**src/rtl/io_port_if.sv**
```systemverilog
// io_port_if: bundle between the IO port unit and its surroundings.
// The master side is the control unit plus the external input/output devices;
// the slave side is io_port_unit.
//   out_write/out_data     : OUT instruction strobe and the word to emit
//   in_read/in_data        : IN instruction strobe and the registered result
//   ext_in_*               : valid/ready push from the external input device
//   ext_out_*              : valid/ready drain to the external sink
//   overflow/underflow     : sticky error flags
interface io_port_if;
  logic        out_write;
  logic [15:0] out_data;
  logic        in_read;
  logic [15:0] in_data;
  logic [15:0] ext_in_data;
  logic        ext_in_valid;
  logic        ext_in_ready;
  logic [15:0] ext_out_data;
  logic        ext_out_valid;
  logic        ext_out_ready;
  logic        overflow;
  logic        underflow;

  modport master (
    output out_write, out_data, in_read, ext_in_data, ext_in_valid, ext_out_ready,
    input  in_data, ext_in_ready, ext_out_data, ext_out_valid, overflow, underflow
  );

  modport slave (
    input  out_write, out_data, in_read, ext_in_data, ext_in_valid, ext_out_ready,
    output in_data, ext_in_ready, ext_out_data, ext_out_valid, overflow, underflow
  );
endinterface

```
**src/rtl/io_port_unit.sv**
```systemverilog
// io_port_unit: two 4x16 FIFOs between the CPU datapath and external devices.
//   clk   : system clock, rising edge
//   reset : synchronous, active-high; flushes both FIFOs and clears the flags
//   io    : io_port_if.slave (see io_port_if for the signal list)
// Input path : external push -> input FIFO -> InputRead loads in_data.
// Output path: OutputWrite -> output FIFO -> external valid/ready drain.

// 4-entry FIFO, head is combinational from storage.
module io_port_fifo (
  input  logic        clk,
  input  logic        reset,
  input  logic        push,
  input  logic        pop,
  input  logic [15:0] din,
  output logic [15:0] head,
  output logic [2:0]  count
);
  logic [15:0] mem [4];
  logic [1:0]  rptr, wptr;

  assign head = mem[rptr];

  // Storage is not reset; occupancy decides what is meaningful.
  always_ff @(posedge clk) begin
    if (push && !reset) mem[wptr] <= din;
  end

  always_ff @(posedge clk) begin
    if (reset) begin
      rptr  <= 2'd0;
      wptr  <= 2'd0;
      count <= 3'd0;
    end else begin
      if (push) wptr <= wptr + 2'd1;
      if (pop)  rptr <= rptr + 2'd1;
      case ({push, pop})
        2'b10:   count <= count + 3'd1;
        2'b01:   count <= count - 3'd1;
        default: ;
      endcase
    end
  end
endmodule

module io_port_unit (
  input  logic       clk,
  input  logic       reset,
  io_port_if.slave   io
);
  logic [15:0] in_head, out_head;
  logic [2:0]  in_count, out_count;
  logic        in_push, in_pop, out_push, out_pop;
  logic [15:0] in_data_q;
  logic        ovf_q, udf_q;

  // Input path. A pop on an empty FIFO is not a pop: a same-cycle push is
  // stored, never bypassed to in_data.
  assign io.ext_in_ready = !reset && (in_count != 3'd4);
  assign in_push         = io.ext_in_valid && io.ext_in_ready;
  assign in_pop          = io.in_read && (in_count != 3'd0);

  // Output path. When full, a same-cycle drain frees the slot being written:
  // wptr == rptr, and the head word has already left at this edge.
  assign io.ext_out_valid = (out_count != 3'd0);
  assign io.ext_out_data  = out_head;
  assign out_pop          = io.ext_out_valid && io.ext_out_ready;
  assign out_push         = io.out_write && ((out_count != 3'd4) || out_pop);

  io_port_fifo u_in_fifo (
    .clk(clk), .reset(reset), .push(in_push), .pop(in_pop),
    .din(io.ext_in_data), .head(in_head), .count(in_count)
  );

  io_port_fifo u_out_fifo (
    .clk(clk), .reset(reset), .push(out_push), .pop(out_pop),
    .din(io.out_data), .head(out_head), .count(out_count)
  );

  always_ff @(posedge clk) begin
    if (reset) begin
      in_data_q <= 16'h0000;
      ovf_q     <= 1'b0;
      udf_q     <= 1'b0;
    end else begin
      if (io.in_read) begin
        in_data_q <= in_pop ? in_head : 16'h0000;
        if (!in_pop) udf_q <= 1'b1;
      end
      if (io.out_write && !out_push) ovf_q <= 1'b1;
    end
  end

  assign io.in_data   = in_data_q;
  assign io.overflow  = ovf_q;
  assign io.underflow = udf_q;
endmodule

```
**src/flat_wrapper.sv**
```systemverilog
// flat-port wrapper written by rule: the top's interface ports become plain ports
module io_port_unit_flat 
  (clk, reset, io_out_write, io_out_data, io_in_read, io_ext_in_data, io_ext_in_valid, io_ext_out_ready, io_in_data, io_ext_in_ready, io_ext_out_data, io_ext_out_valid, io_overflow, io_underflow);
  io_port_if io_i ();
  input  logic clk;
  input  logic reset;
  input wire logic [$bits(io_i.out_write)-1:0] io_out_write;
  input wire logic [$bits(io_i.out_data)-1:0] io_out_data;
  input wire logic [$bits(io_i.in_read)-1:0] io_in_read;
  input wire logic [$bits(io_i.ext_in_data)-1:0] io_ext_in_data;
  input wire logic [$bits(io_i.ext_in_valid)-1:0] io_ext_in_valid;
  input wire logic [$bits(io_i.ext_out_ready)-1:0] io_ext_out_ready;
  output wire logic [$bits(io_i.in_data)-1:0] io_in_data;
  output wire logic [$bits(io_i.ext_in_ready)-1:0] io_ext_in_ready;
  output wire logic [$bits(io_i.ext_out_data)-1:0] io_ext_out_data;
  output wire logic [$bits(io_i.ext_out_valid)-1:0] io_ext_out_valid;
  output wire logic [$bits(io_i.overflow)-1:0] io_overflow;
  output wire logic [$bits(io_i.underflow)-1:0] io_underflow;
  assign io_i.out_write = io_out_write;
  assign io_i.out_data = io_out_data;
  assign io_i.in_read = io_in_read;
  assign io_i.ext_in_data = io_ext_in_data;
  assign io_i.ext_in_valid = io_ext_in_valid;
  assign io_i.ext_out_ready = io_ext_out_ready;
  assign io_in_data = io_i.in_data;
  assign io_ext_in_ready = io_i.ext_in_ready;
  assign io_ext_out_data = io_i.ext_out_data;
  assign io_ext_out_valid = io_i.ext_out_valid;
  assign io_overflow = io_i.overflow;
  assign io_underflow = io_i.underflow;
  io_port_unit u_core (.clk(clk), .reset(reset), .io(io_i));
endmodule
```
**config.mk**
```make
export PLATFORM = sky130hd
export DESIGN_NAME = io_port_unit_flat
export DESIGN_NICKNAME = d
export VERILOG_FILES = /design/src/rtl/io_port_if.sv /design/src/rtl/io_port_unit.sv /design/src/flat_wrapper.sv
export SDC_FILE = /design/constraint.sdc
export NUM_CORES = 1
export LEC_CHECK = 0
export ABC_AREA = 1
export BUFFER_PORTS_ARGS = -buffer_cell sky130_fd_sc_hd__buf_2
export CAP_MARGIN = 25
export CORE_MARGIN = 8
export CORE_UTILIZATION = 30
export DETAILED_ROUTE_END_ITERATION = 8
export PLACE_DENSITY_LB_ADDON = 0.2
export SLEW_MARGIN = 40
export SYNTH_ARGS = -nofsm -noshare
export SYNTH_HDL_FRONTEND = slang
export SYNTH_SLANG_ARGS = --single-unit
export TNS_END_PERCENT = 10
```
**constraint.sdc**
```tcl
create_clock -name clk -period 5.9 [get_ports clk]
set_input_delay 1.77 -clock clk [delete_from_list [all_inputs] [get_ports clk]]
set_output_delay 1.77 -clock clk [all_outputs]
set_load 0.02 [all_outputs]
```
# Yosys cells after proc, flatten, opt, wreduce, memory -nomap -nowiden
# Memory sizes are Yosys's and may differ from the RTL's. A register that Yosys moved wholly into a read port is not among the register bits.
# Index checks and enable logic that the tools add are counted.
# W data, S select, Z words.
# totals
output_inout_bits	36
regBits	32
ram_bits	128
mem_count	2
in_bits	38
elab_cells	53
# classes
muxes	11
add_sub_neg	8
n_bitwise	1
n_reduce_logical	16
eq_ne	6
# mem_list
name	words	width	read_ports	rd_clocked_by_memory_dff	wr	line	rtl
u_core.u_in_fifo.mem	4	16	1	1	1	io_port_unit.sv:18	logic [15:0] mem [4];
u_core.u_out_fifo.mem	4	16	1	1	1	io_port_unit.sv:18	
# ops
operator	count
$mux W16	1
$pmux W3 S2	2
$add A2 B1 Y2 const B	4
$logic_and A1 B1 Y1	8
$mux W2	4
$add A3 B1 Y3 const B	2
$ne A3 B3 Y1 const B	2
$reduce_bool A3 Y1	2
$sub A3 B1 Y3 const B	2
$eq A2 B1 Y1 const B	2
$eq A2 B2 Y1 const B	2
$mux W1	4
$reduce_bool A2 Y1	2
$logic_not A1 Y1	2
$reduce_and A2 Y1	1
$logic_or A1 B1 Y1	1
$not A1 Y1	1

# Longest topological paths before layout
# logic_depth
word_depth	7
mapped_depth	10
depth_no_buf	10

# Hierarchy
# A second synthesis with hierarchy kept.
# hier_totals
cells_unflattened	512
hier_area_um2	6424.9
# by_module_without_submodules
mod	seq_area_each_um2	area_each_um2	cells_each	n_inst
io_port_fifo (u_core.u_out_fifo)	2102.0	2793.9	210	1
io_port_fifo (u_core.u_in_fifo)	2102.0	2788.9	210	1
io_port_unit	360.3	842.1	92	1

# Worst setup path before layout
# OpenSTA, ideal clock, no wires.
# synth_timing
path_type	input -> output
startpoint	input reset
endpoint	output io_ext_in_ready
path_stages	2
path_slack_ps	1799
n_path_buf	1
arrival_ps	2331
cell_sequence	buf_2 > a31oi_1
# synth_via
elab_chain_len	2
# synth_rtl
item	line	rtl
start, declared	flat_wrapper.sv:6	input logic reset;
$logic_not A1 Y1	io_port_unit.sv:58	assign io.ext_in_ready = !reset && (in_count != 3'd4);
$logic_and A1 B1 Y1	io_port_unit.sv:58	
end, declared	flat_wrapper.sv:14	output wire logic [$bits(io_i.ext_in_ready)-1:0] io_ext_in_ready;
# No other way between the ends.

# Worst setup path after layout
# Ends and elaborated chain as after synthesis.

==> results by group <==
Status
  – Status: complete, no violations

Floorplan
  – IO Pins: 74
  – Chip Width: 162.1 um
  – Die footprint: 0.02629 mm^2
  – Initial Util: 0.3048
  – Core area: 0.02102 mm^2
  – Chip height: 162.1 um
  – Row count: 53

CTS
  – Post-CTS Resized: 0
  – CTS sink cnt: 164
  – Clock Latency Late Sink: 0.41 ns
  – Clock Path Buffers: 2
  – Root buffer cell: clkbuf_16
  – CTS buffer count: 17
  – CTS H-tree lvls: 4
  – Setup bufs post-CTS: 0
  – CTS tree: yes
  – CTS clock-pin slew for the worst setup and hold paths: 0.07 ns
  – CTS Hold Bufs: 0

STA
  – Slew HR: 0.5185
  – Min cycle time layout: 4.217 ns
  – Fin. max-slew vios: 0
  – Final worst slack: 1.683 ns
  – Worst-Margin Slew: 0.7212 ns
  – Final Setup Violations: 0
  – Final setup TNS: 0 ns
  – Endpoints failing hold: 0
  – Hold WS: 0.4613 ns
  – RSZ-0062 raised after global routing: false
  – Worst Skew: 0.007170 ns
  – Tcrit/Tclk final: 0.7147
  – Max Fclk: 0.2372 GHz

Synthesis
  – Number of synthesized register bits: 164
  – Yosys warning total: 0
  – Post-synthesis adder-cell area fraction: 0.02382
  – Register area share after synthesis: 0.7124
  – Cell area after synthesis: 0.006407 mm^2
  – Post-synthesis simple-gate area fraction: 0.09471
  – Syn_nets: 572
  – XOR/XNOR Fraction of Synth Area: 0
  – Synth Area in Compound Gates: 0.1291
  – Mean post-synth cell area: 12.25 um^2
  – Distinct cells, synth: 29
  – Post-synthesis mux area share: 0
  – Main combinational cell family by area after synthesis: compound AO/OA/AOI/OAI gates
  – Syn Inst Count: 523

Pwr
  – Pwr/cell area: 383.7 mW/mm^2
  – Final Power: 2.922 mW
  – Net Switching: 0.8844 mW
  – Worst VDD drop: 203.7 uV
  – Part of the power in the clock network: 0.348
  – LEAKAGE: 2.692 nW
  – Internal power: 2.037 mW
  – Combinational power share: 0.180
  – Seq pwr share: 0.472
  – Switching Fraction: 0.3027

Worst setup path
  – Crit Path Class: in -> out
  – R2R Path End: u_core.u_in_fifo.count[2]
  – Critical Path AT: 2.45 ns
  – Reg-to-reg setup timing slack: 3.59 ns
  – Startpoint Class: input pin
  – R2r startpoint: u_core.u_in_fifo.count[1]
  – Worst EP required: 4.13 ns
  – R2R depth: 9
  – Critical Path End Type: output pin
  – CP endpoint: io_ext_in_ready
  – Highest net fanout along the worst path: 19
  – CP startpoint: reset

Finish
  – # diodes: 0
  – Share of layout cells above drive strength 1: 0.2500
  – Fill cell count: 2050
  – Area grow syn2layout: 18.84%
  – Nets: 648
  – Util after Layout: 0.3622

Routing
  – Routed WL per cell: 15.57 um
  – Residual DRC: 0
  – Vias: 4083
  – Antenna Nets Post-Route: 0
  – Drt total wl: 13.82 mm
  – Vias per cell: 4.603
  – DR iter-0 viols: 181
  – 1st-pass router iterations: 4

Global routing
  – Initial antenna violation count: 0
  – First-pass GRT wire length: 21.65 mm
  – Vias in the first global route: 4142
  – Largest net degree at the start of global routing: 34
  – Congestion Overflow GR: 0
  – GRT Util Overall: 0.1068

Placed design
  – Pre-CTS WS: 1.680 ns
  – Hpwl dp: 8.821 mm
  – Input/output buffers: 73
  – RePlAce Congestion: 0.7035

Hold path
  – Worst Hold Class: reg -> reg

Run
  – Max Cap Viol: 0
[area by class of cell]
class	instances	area [um^2]	area share
Clock buffer	17	425.4	0.05587
Clock inverter	15	125.1	0.01643
Inverter	32	120.1	0.01577
Multi-Input combinational cell	304	1617	0.2123
Sequential cell	164	4566	0.5996
Tap cell	275	344.1	0.04519
Timing Repair Buffer	80	417.9	0.05488
[power by group through the flow]
stage | Combinational [mW] | Sequential, mW | Clock, mW
after CTS | 0.537 | 1.38 | 1.05
final | 0.525 | 1.38 | 1.02
after global placement | 0.520 | 1.40 | 0
after detailed placement | 0.535 | 1.41 | 0
after global routing | 0.591 | 1.39 | 1.10
after floorplan | 0.375 | 1.41 | 0
[worst min path at each step]
stage	from	end	slack (ns)	depth (start not counted)
floorplan	u_core.u_out_fifo.rptr[1]	flop	0.44	2
global placement	u_core.u_out_fifo.rptr[0]	u_core.u_out_fifo.rptr[0]	0.46	1
detailed placement	u_core.io.in_data[15]	u_core.io.in_data[15]	0.46	2
CTS	u_core.io.in_data[15]	u_core.io.in_data[15]	0.47	2
global route	u_core.u_out_fifo.rptr[0]	u_core.u_out_fifo.rptr[0]	0.50	1
finish	u_core.io.in_data[15]	u_core.io.in_data[15]	0.46	2
[cells in the final DEF, fill, tap and decap left out, types with 9 or more instances in the layout]
cell and n:
nand2_1 42, inv_1 23, ha_1 9, dfxtp_1 35, a21oi_1 16, inv_2 9, nor2_1 85, o21ai_1 69
buf_2 73, clkbuf_16 17, nor2_2 9, a21oi_2 14, edfxtp_1 128, o21ai_0 24, o22ai_1 16
[sequential cells by signal, indices dropped and copies added, names as in the netlist, named ones only]
name / flops
u_core.io.in_data: 16
u_core.io.overflow: 1
u_core.io.underflow: 1
u_core.u_in_fifo.count: 3
u_core.u_in_fifo.mem: 64
u_core.u_in_fifo.rptr: 2
u_core.u_in_fifo.wptr: 2
u_core.u_out_fifo.count: 3
u_core.u_out_fifo.mem: 64
u_core.u_out_fifo.rptr: 2
u_core.u_out_fifo.wptr: 2
[worst max-delay path, cell delays in order]
cell and delay (ns):
buf_2 0.09, buf_4 0.23, a31oi_1 0.16, buf_2 0.19
[metal layers]
metal / global-route usage / routed length (um) / vias up
met5: 0 / 0 / -
met4: 0.03409 / 167 / 0
met3: 0.03316 / 673 / 15
met2: 0.1845 / 6948 / 95
met1: 0.1241 / 6026 / 1969
li1: - / - / 2004
[through the flow]
| stage | cell area, um^2 | instances |
|---|---|---|
| floorplan | 6407 | 523 |
| global placement | 7043 | 855 |
| detailed placement | 7064 | 855 |
| CTS | 7615 | 887 |
| global route | 7615 | 887 |
| finish | 7615 | 887 |
[cells in the mapped netlist]
master / count / area [um^2]
nand4_1: 1 / 6.260
o21a_1: 2 / 15.01
buf_6: 2 / 22.52
a31oi_1: 1 / 6.260
nor2_4: 1 / 11.26
buf_4: 4 / 30.03
a31oi_4: 1 / 21.27
buf_8: 1 / 15.01
dfxtp_1: 36 / 720.7
o21ai_0: 24 / 120.1
inv_2: 9 / 33.78
fa_1: 2 / 40.04
inv_1: 23 / 86.33
nand3_2: 1 / 10.01
nor2_1: 89 / 334.1
edfxtp_1: 128 / 3844
buf_2: 7 / 35.03
clkbuf_1: 8 / 30.03
a21oi_1: 16 / 80.08
a21oi_4: 1 / 16.27
o22ai_1: 16 / 100.1
nor4_1: 1 / 6.260
nor2_2: 9 / 56.30
a21oi_2: 14 / 122.6
nand2_1: 42 / 157.7
o21ai_1: 69 / 345.3
nand3_1: 5 / 25.02
ha_1: 9 / 112.6
buf_1: 1 / 3.750
[cell families after synthesis]
kind of cell,after synthesis
adders and majority gates,11
buffers and inverters,55
DFF,164
and+or+nand+nor,149
AOI/OAI and AO/OA,144
(Power assumes the default switching activity.)
